===== config.mk =====
export PLATFORM = sky130hd
export DESIGN_NAME = hotel_room_scheduler_flat
export DESIGN_NICKNAME = d
export VERILOG_FILES = /design/src/rtl/hotel_room_scheduler_if.sv /design/src/rtl/hotel_room_scheduler.sv /design/src/flat_wrapper.sv
export SDC_FILE = /design/constraint.sdc
export NUM_CORES = 1
export LEC_CHECK = 0
export CAP_MARGIN = 20
export CORE_MARGIN = 2
export CORE_UTILIZATION = 50
export DETAILED_ROUTE_END_ITERATION = 8
export PLACE_DENSITY = 0.78
export SLEW_MARGIN = 5
export SYNTH_ARGS = -nofsm -noshare
export SYNTH_HDL_FRONTEND = slang
export SYNTH_SLANG_ARGS = --single-unit

===== constraint.sdc =====
create_clock -name clk -period 3.7 [get_ports clk]
set_input_delay 0.555 -clock clk [delete_from_list [all_inputs] [get_ports clk]]
set_output_delay 0.555 -clock clk [all_outputs]
set_load 0.01 [all_outputs]

===== src/rtl/hotel_room_scheduler_if.sv =====
// Desk-side bus for the hotel front-desk controller.
// The desk (master) drives requests and reads back grant and result.
interface hotel_room_scheduler_if;
    logic [1:0]  req;
    logic [1:0]  op;
    logic [7:0]  id;
    logic [1:0]  ac;
    logic [1:0]  wifi;
    logic [5:0]  days;
    logic [1:0]  grant;
    logic        busy;
    logic        done;
    logic [1:0]  status;
    logic [2:0]  room_idx;
    logic [15:0] bill;
    logic [6:0]  occupancy;

    modport master (
        output req, op, id, ac, wifi, days,
        input  grant, busy, done, status, room_idx, bill, occupancy
    );

    modport slave (
        input  req, op, id, ac, wifi, days,
        output grant, busy, done, status, room_idx, bill, occupancy
    );
endinterface


===== src/rtl/hotel_room_scheduler.sv =====
// Two-desk front-desk controller: round-robin arbitration, room allocate/release,
// and bill accumulation by repeated addition of the nightly rate.
module hotel_room_scheduler #(
    parameter int unsigned NUM_ROOMS  = 7,
    parameter int unsigned RATE_STD   = 700,
    parameter int unsigned RATE_ECO   = 400,
    parameter int unsigned RATE_SUITE = 500,
    parameter int unsigned AC_COST    = 200,
    parameter int unsigned WIFI_COST  = 100
) (
    input  logic                  clk,
    input  logic                  rst,
    hotel_room_scheduler_if.slave bus
);
    localparam int unsigned ID_W   = 4;
    localparam int unsigned DAYS_W = 3;
    localparam int unsigned IDX_W  = 3;
    localparam int unsigned BILL_W = 16;

    typedef enum logic [1:0] {IDLE, LOOKUP, CALC, DONE} state_t;

    typedef struct packed {
        logic              op;
        logic [ID_W-1:0]   id;
        logic              ac;
        logic              wifi;
        logic [DAYS_W-1:0] days;
    } txn_t;

    state_t state, state_d;
    txn_t   txn, cap;
    logic   last_q, win, cap_en;

    logic [ID_W-1:0]   table_q [NUM_ROOMS];
    logic [NUM_ROOMS-1:0] occ;
    logic [1:0]        grant_q, grant_d;
    logic              done_q, done_d, busy_q, busy_d;
    logic [1:0]        status_q, status_d;
    logic [IDX_W-1:0]  room_q, room_d;
    logic [BILL_W-1:0] bill_q, bill_d, rate_q, rate_d;
    logic [DAYS_W-1:0] cnt_q, cnt_d;

    logic              wr_en;
    logic [IDX_W-1:0]  wr_idx;
    logic [ID_W-1:0]   wr_val;
    logic              hit, free_found, ci_ok;
    logic [IDX_W-1:0]  hit_idx, free_idx;

    function automatic logic [BILL_W-1:0] base_rate(input logic [IDX_W-1:0] r);
        if (r <= 3'd1)      return BILL_W'(RATE_STD);
        else if (r == 3'd6) return BILL_W'(RATE_SUITE);
        else                return BILL_W'(RATE_ECO);
    endfunction

    // Desk 1 wins when it is the only requester, or on contention when desk 0 went last.
    assign win = (bus.req == 2'b10) | ((bus.req == 2'b11) & ~last_q);

    always_comb begin
        cap.op   = bus.op[win];
        cap.id   = win ? bus.id[7:4]   : bus.id[3:0];
        cap.ac   = bus.ac[win];
        cap.wifi = bus.wifi[win];
        cap.days = win ? bus.days[5:3] : bus.days[2:0];
    end

    // Descending scan leaves the lowest matching / free index.
    always_comb begin
        hit        = 1'b0;
        hit_idx    = IDX_W'(7);
        free_found = 1'b0;
        free_idx   = IDX_W'(7);
        for (int r = int'(NUM_ROOMS) - 1; r >= 0; r--) begin
            if (txn.id != '0 && table_q[r] == txn.id) begin
                hit     = 1'b1;
                hit_idx = IDX_W'(r);
            end
            if (table_q[r] == '0) begin
                free_found = 1'b1;
                free_idx   = IDX_W'(r);
            end
        end
    end

    assign ci_ok = ~txn.op & (txn.id != '0) & ~hit & free_found;

    always_ff @(posedge clk or posedge rst) begin
        if (rst) state <= IDLE;
        else     state <= state_d;
    end

    always_comb begin
        state_d = state;
        case (state)
            IDLE:    if (bus.req != '0) state_d = LOOKUP;
            LOOKUP:  state_d = ci_ok ? CALC : DONE;
            CALC:    if (cnt_q == '0) state_d = DONE;
            DONE:    state_d = IDLE;
            default: state_d = IDLE;
        endcase
    end

    always_comb begin
        grant_d  = '0;
        cap_en   = 1'b0;
        status_d = status_q;
        room_d   = room_q;
        bill_d   = bill_q;
        rate_d   = rate_q;
        cnt_d    = cnt_q;
        wr_en    = 1'b0;
        wr_idx   = '0;
        wr_val   = '0;
        busy_d   = (state_d != IDLE);
        done_d   = (state_d == DONE);
        case (state)
            IDLE: begin
                if (bus.req != '0) begin
                    cap_en  = 1'b1;
                    grant_d = win ? 2'b10 : 2'b01;
                end
            end
            LOOKUP: begin
                bill_d = '0;
                room_d = IDX_W'(7);
                if (!txn.op) begin
                    if (txn.id == '0 || hit) begin
                        status_d = 2'b11;
                    end else if (!free_found) begin
                        status_d = 2'b01;
                    end else begin
                        status_d = 2'b00;
                        room_d   = free_idx;
                        wr_en    = 1'b1;
                        wr_idx   = free_idx;
                        wr_val   = txn.id;
                        rate_d   = base_rate(free_idx)
                                 + (txn.ac   ? BILL_W'(AC_COST)   : '0)
                                 + (txn.wifi ? BILL_W'(WIFI_COST) : '0);
                        cnt_d    = txn.days;
                    end
                end else if (hit) begin
                    status_d = 2'b10;
                    room_d   = hit_idx;
                    wr_en    = 1'b1;
                    wr_idx   = hit_idx;
                end else begin
                    status_d = 2'b11;
                end
            end
            CALC: begin
                if (cnt_q != '0) begin
                    bill_d = bill_q + rate_q;
                    cnt_d  = cnt_q - 1'b1;
                end
            end
            default: ;
        endcase
    end

    // Result/datapath registers; last_q=1 means desk 1 went last so desk 0 wins first.
    always_ff @(posedge clk or posedge rst) begin
        if (rst) begin
            grant_q  <= '0;
            done_q   <= 1'b0;
            busy_q   <= 1'b0;
            status_q <= '0;
            room_q   <= IDX_W'(7);
            bill_q   <= '0;
            rate_q   <= '0;
            cnt_q    <= '0;
            txn      <= '0;
            last_q   <= 1'b1;
            occ      <= '0;
            for (int r = 0; r < int'(NUM_ROOMS); r++) table_q[r] <= '0;
        end else begin
            grant_q  <= grant_d;
            done_q   <= done_d;
            busy_q   <= busy_d;
            status_q <= status_d;
            room_q   <= room_d;
            bill_q   <= bill_d;
            rate_q   <= rate_d;
            cnt_q    <= cnt_d;
            if (cap_en) begin
                txn    <= cap;
                last_q <= win;
            end
            if (wr_en) begin
                table_q[wr_idx] <= wr_val;
                occ[wr_idx]     <= (wr_val != '0);
            end
        end
    end

    assign bus.grant     = grant_q;
    assign bus.done      = done_q;
    assign bus.busy      = busy_q;
    assign bus.status    = status_q;
    assign bus.room_idx  = room_q;
    assign bus.bill      = bill_q;
    assign bus.occupancy = occ;
endmodule


===== src/flat_wrapper.sv =====
// flat-port wrapper written by rule: the top's interface ports become plain ports
module hotel_room_scheduler_flat 
#(
    parameter int unsigned NUM_ROOMS  = 7,
    parameter int unsigned RATE_STD   = 700,
    parameter int unsigned RATE_ECO   = 400,
    parameter int unsigned RATE_SUITE = 500,
    parameter int unsigned AC_COST    = 200,
    parameter int unsigned WIFI_COST  = 100
)
  (clk, rst, bus_req, bus_op, bus_id, bus_ac, bus_wifi, bus_days, bus_grant, bus_busy, bus_done, bus_status, bus_room_idx, bus_bill, bus_occupancy);
  hotel_room_scheduler_if bus_i ();
  input  logic clk;
  input  logic rst;
  input wire logic [$bits(bus_i.req)-1:0] bus_req;
  input wire logic [$bits(bus_i.op)-1:0] bus_op;
  input wire logic [$bits(bus_i.id)-1:0] bus_id;
  input wire logic [$bits(bus_i.ac)-1:0] bus_ac;
  input wire logic [$bits(bus_i.wifi)-1:0] bus_wifi;
  input wire logic [$bits(bus_i.days)-1:0] bus_days;
  output wire logic [$bits(bus_i.grant)-1:0] bus_grant;
  output wire logic [$bits(bus_i.busy)-1:0] bus_busy;
  output wire logic [$bits(bus_i.done)-1:0] bus_done;
  output wire logic [$bits(bus_i.status)-1:0] bus_status;
  output wire logic [$bits(bus_i.room_idx)-1:0] bus_room_idx;
  output wire logic [$bits(bus_i.bill)-1:0] bus_bill;
  output wire logic [$bits(bus_i.occupancy)-1:0] bus_occupancy;
  assign bus_i.req = bus_req;
  assign bus_i.op = bus_op;
  assign bus_i.id = bus_id;
  assign bus_i.ac = bus_ac;
  assign bus_i.wifi = bus_wifi;
  assign bus_i.days = bus_days;
  assign bus_grant = bus_i.grant;
  assign bus_busy = bus_i.busy;
  assign bus_done = bus_i.done;
  assign bus_status = bus_i.status;
  assign bus_room_idx = bus_i.room_idx;
  assign bus_bill = bus_i.bill;
  assign bus_occupancy = bus_i.occupancy;
  hotel_room_scheduler #(.NUM_ROOMS(NUM_ROOMS), .RATE_STD(RATE_STD), .RATE_ECO(RATE_ECO), .RATE_SUITE(RATE_SUITE), .AC_COST(AC_COST), .WIFI_COST(WIFI_COST)) u_core (.clk(clk), .rst(rst), .bus(bus_i));
endmodule

==> results.py <==
metrics = {
    "finish": {
        "multi_input_area_sq_um": 2670,
        "fin_cells": 669,
        "final_util": 0.599,
        "n_antenna_cell": 0,
        "drive_gt1_frac": 0.138,
        "num-nets-final": 580,
        "seqCellArea_sq_um": 2080,
        "syn_to_final_growth_pct": 17.7,
        "fillers": 840,
    },
    "floorplan": {
        "io_pins": 56,
        "die_area_sq_um": 10600,
        "die_h_microns": 103,
        "die_width_microns": 103,
        "start_util": 0.508,
        "row_count": 36,
        "design.core.area_sq_um": 9640,
    },
    "synthesis": {
        "synth_common_cells": "dfrtp_1, nand2_1, o21ai_0, mux2_2, xor2_1",
        "synthCells": 478,
        "synth.avg_cell_area_sq_um": 10.3,
        "synth_ff_type": "dfrtp_1",
        "synthMostInstantiatedCell": "dfrtp_1",
        "synth-edff-count": 0,
        "synth_seq_cells": 83,
        "synth_top_area_frac": 0.403,
        "netlist_area_sq_um": 4900,
        "synth_area_leader_cell": "dfrtp_1",
        "async_flop_share": 1.00,
        "yosysSeqAreaShare": 0.425,
        "yosys_warnings": 0,
        "yosysUniqueCellTypes": 65,
        "synth_area_leaders": "dfrtp_1, mux2_2, ha_1",
    },
    "placed_design": {
        "routabilityCongestion": 0.936,
        "portBuffers": 53,
        "place_inst": 653,
        "hpwl_microns": 8000,
    },
    "critical_path": {
        "required_ns": 3.96,
        "critical_path_class": "flip-flop to flip-flop",
        "crit_path_end_kind": "flip-flop",
        "cp.arrival_ns": 3.75,
        "critPathLaunchType": "flip-flop",
        "cp_max_fo": 4,
    },
    "sta": {
        "setup_viol": 0,
        "rsz0062_at_grt": "no",
        "max_slew_margin": 0.444,
        "fin_tns_setup_ns": 0,
        "period_share": 0.941,
        "hold_viol": 0,
        "fmax_ghz": 0.287,
        "clock-skew-final_ns": 0.00921,
        "period_minus_slack_ns": 3.48,
        "final_max_slew_viol_count": 0,
        "tightestPinTransition_ns": 0.833,
    },
    "clock_tree": {
        "clk_pin_slew_ns": 0.08,
        "clk_latency_ns": 0.37,
        "cts_root_buf": "clkbuf_8",
        "htreeDepth": 3,
        "cts_tree": "built",
        "numCtsBuffers": 9,
        "clockBufferDepth": 2,
        "hold_buffers": 0,
        "cts.sinks": 83,
    },
    "power": {
        "ir_drop_v": 0.000302,
        "powerDensity_nw_per_um2": 850,
        "p_leak_nw": 2.67,
    },
    "drt": {
        "wire_per_inst_microns": 15.9,
        "wl_microns": 10600,
        "drt_iter0_markers": 170,
        "routed_via_density": 5.56,
        "num_vias": 3721,
        "antenna_left": 0,
        "drt_pass1_iterations": 4,
        "drt_drc_violations_left": 0,
    },
    "job": {
        "maxCapViolCount": 0,
    },
    "min_path": {
        "holdCritPathClass": "flip-flop to flip-flop",
    },
    "global_route": {
        "grt_max_degree": 50,
        "gr-total-overflow": 0,
        "grt_first_pass_wirelength_microns": 17600,
        "grt_pass1_vias": 3736,
        "grtUsageTotal": 0.216,
        "antenna_found_initial": 0,
    },
    "status": {
        "run_status": "finished clean",
    },
}
==> cell usage in the layout, fill, tap and decap left out, types with 5 or more instances in the layout <==
cell | synthesis | final
dfrtp_1 | 79 | 79
clkdlybuf4s50_1 | 0 | 53
nand2_1 | 47 | 47
o21ai_0 | 34 | 32
mux2_2 | 28 | 28
xor2_1 | 23 | 23
ha_1 | 22 | 22
nor2_1 | 21 | 21
xnor2_1 | 17 | 17
inv_1 | 14 | 13
nand3_1 | 12 | 12
a21oi_1 | 12 | 12
mux2i_1 | 12 | 12
nor4_1 | 12 | 10
nor3_1 | 10 | 10
a21o_1 | 10 | 10
clkbuf_8 | 0 | 10
buf_4 | 4 | 10
and2_1 | 10 | 9
nor2b_1 | 6 | 6
o21ai_1 | 3 | 5
or4_1 | 5 | 5
or3_1 | 5 | 5
o2bb2ai_1 | 5 | 5
==> worst max-delay path, cell delays in order, from the launching register on <==
cell and delay (ns):
dfrtp_1 0.42, or4_1 0.54, o21ai_0 0.18, a21oi_1 0.09
o21ai_1 0.18, and2_4 0.19, fa_1 0.41, ha_1 0.35
a31oi_2 0.24, nor2_1 0.06, nor2_1 0.10, o22ai_1 0.09
a21oi_1 0.20, xnor2_1 0.08, mux2_2 0.26
==> per-layer routing <==
metal / global-route usage / vias up / part of all wire
met2: 0.370 / 83 / 0.50
li1: - / 1822 / -
met4: 0.111 / 0 / 0.030
met5: 0 / - / 0
met1: 0.260 / 1793 / 0.44
met3: 0.0373 / 23 / 0.029
==> report_power, final <==
part	switching (mW)	total, mW	leakage, nW	internal [mW]
logic	1.55	2.75	1.50	1.19
clock network	0.321	0.651	0.0926	0.329
registers	0.316	1.51	1.08	1.19
total	2.19	4.90	2.67	2.71
==> cell families (layout without fill, tap and decap cells) <==
logic type,Yosys count,in the layout,share of synthesized area
simple gates,145,145,0.156
compound gates,108,108,0.154
buf+inv,36,93,0.0360
flops,83,83,0.425
other cells,1,2,0.000765
xor+xnor,40,40,0.0715
mux,40,40,0.0888
fa+ha+maj,25,25,0.0684
==> path summary, 6_finish.rpt <==
| check | startpoint | to | slack, ns | cells past startpoint |
|---|---|---|---|---|
| worst min-delay path | u_core.rate_q[2] | u_core.rate_q[2] | 0.49 | 2 |
| worst max-delay path | u_core.table_q[1] | u_core.rate_q[9] | 0.22 | 14 |
| worst max register to register | u_core.table_q[1] | u_core.rate_q[9] | 0.22 | 14 |
| min in group asynchronous | rst | u_core.bus.grant[0] | 0.65 | 2 |
| max in group asynchronous | rst | u_core.bus.occupancy[6] | 2.29 | 3 |
| worst min register to register | u_core.rate_q[2] | u_core.rate_q[2] | 0.49 | 2 |
==> registers in the layout (all words and copies together), names as in the netlist, 3 cells and up <==
signal,count
u_core.bus.bill,14
u_core.bus.occupancy,7
u_core.bus.room_idx,3
u_core.cnt_q,3
u_core.rate_q,9
u_core.table_q,28
u_core.txn,10
==> layout make-up <==
cell class                      count  share of cell area
Timing Repair Buffer               63               0.105
Inverter                           14             0.00932
Clock inverter                      4             0.00867
Sequential cell                    83               0.361
Multi-Input combinational cell    360               0.462
Tap cell                          133              0.0288
Clock buffer                       12              0.0252
==> stage by stage <==
| stage | power [mW] | setup WS [ns] | hold slack (ns) | area, sq um |
|---|---|---|---|---|
| after global placement | 4.12 | 0.264 | 0.467 | 5550 |
| final | 4.90 | 0.219 | 0.488 | 5770 |
| after detailed placement | 4.24 | 0.114 | 0.469 | 5550 |
| after CTS | 4.89 | 0.0866 | 0.493 | 5750 |
| after floorplan | 3.51 | 0.126 | 0.442 | 4900 |
| after global routing | 5.31 | 0.0219 | 0.512 | 5770 |
==> what timing repair did <==
action,4_1_cts,5_1_grt
endpoints found under the setup margin,0,1
gates resized for setup,0,5
buffers inserted,0,0
No activity file was read; power rests on OpenSTA's default activity.
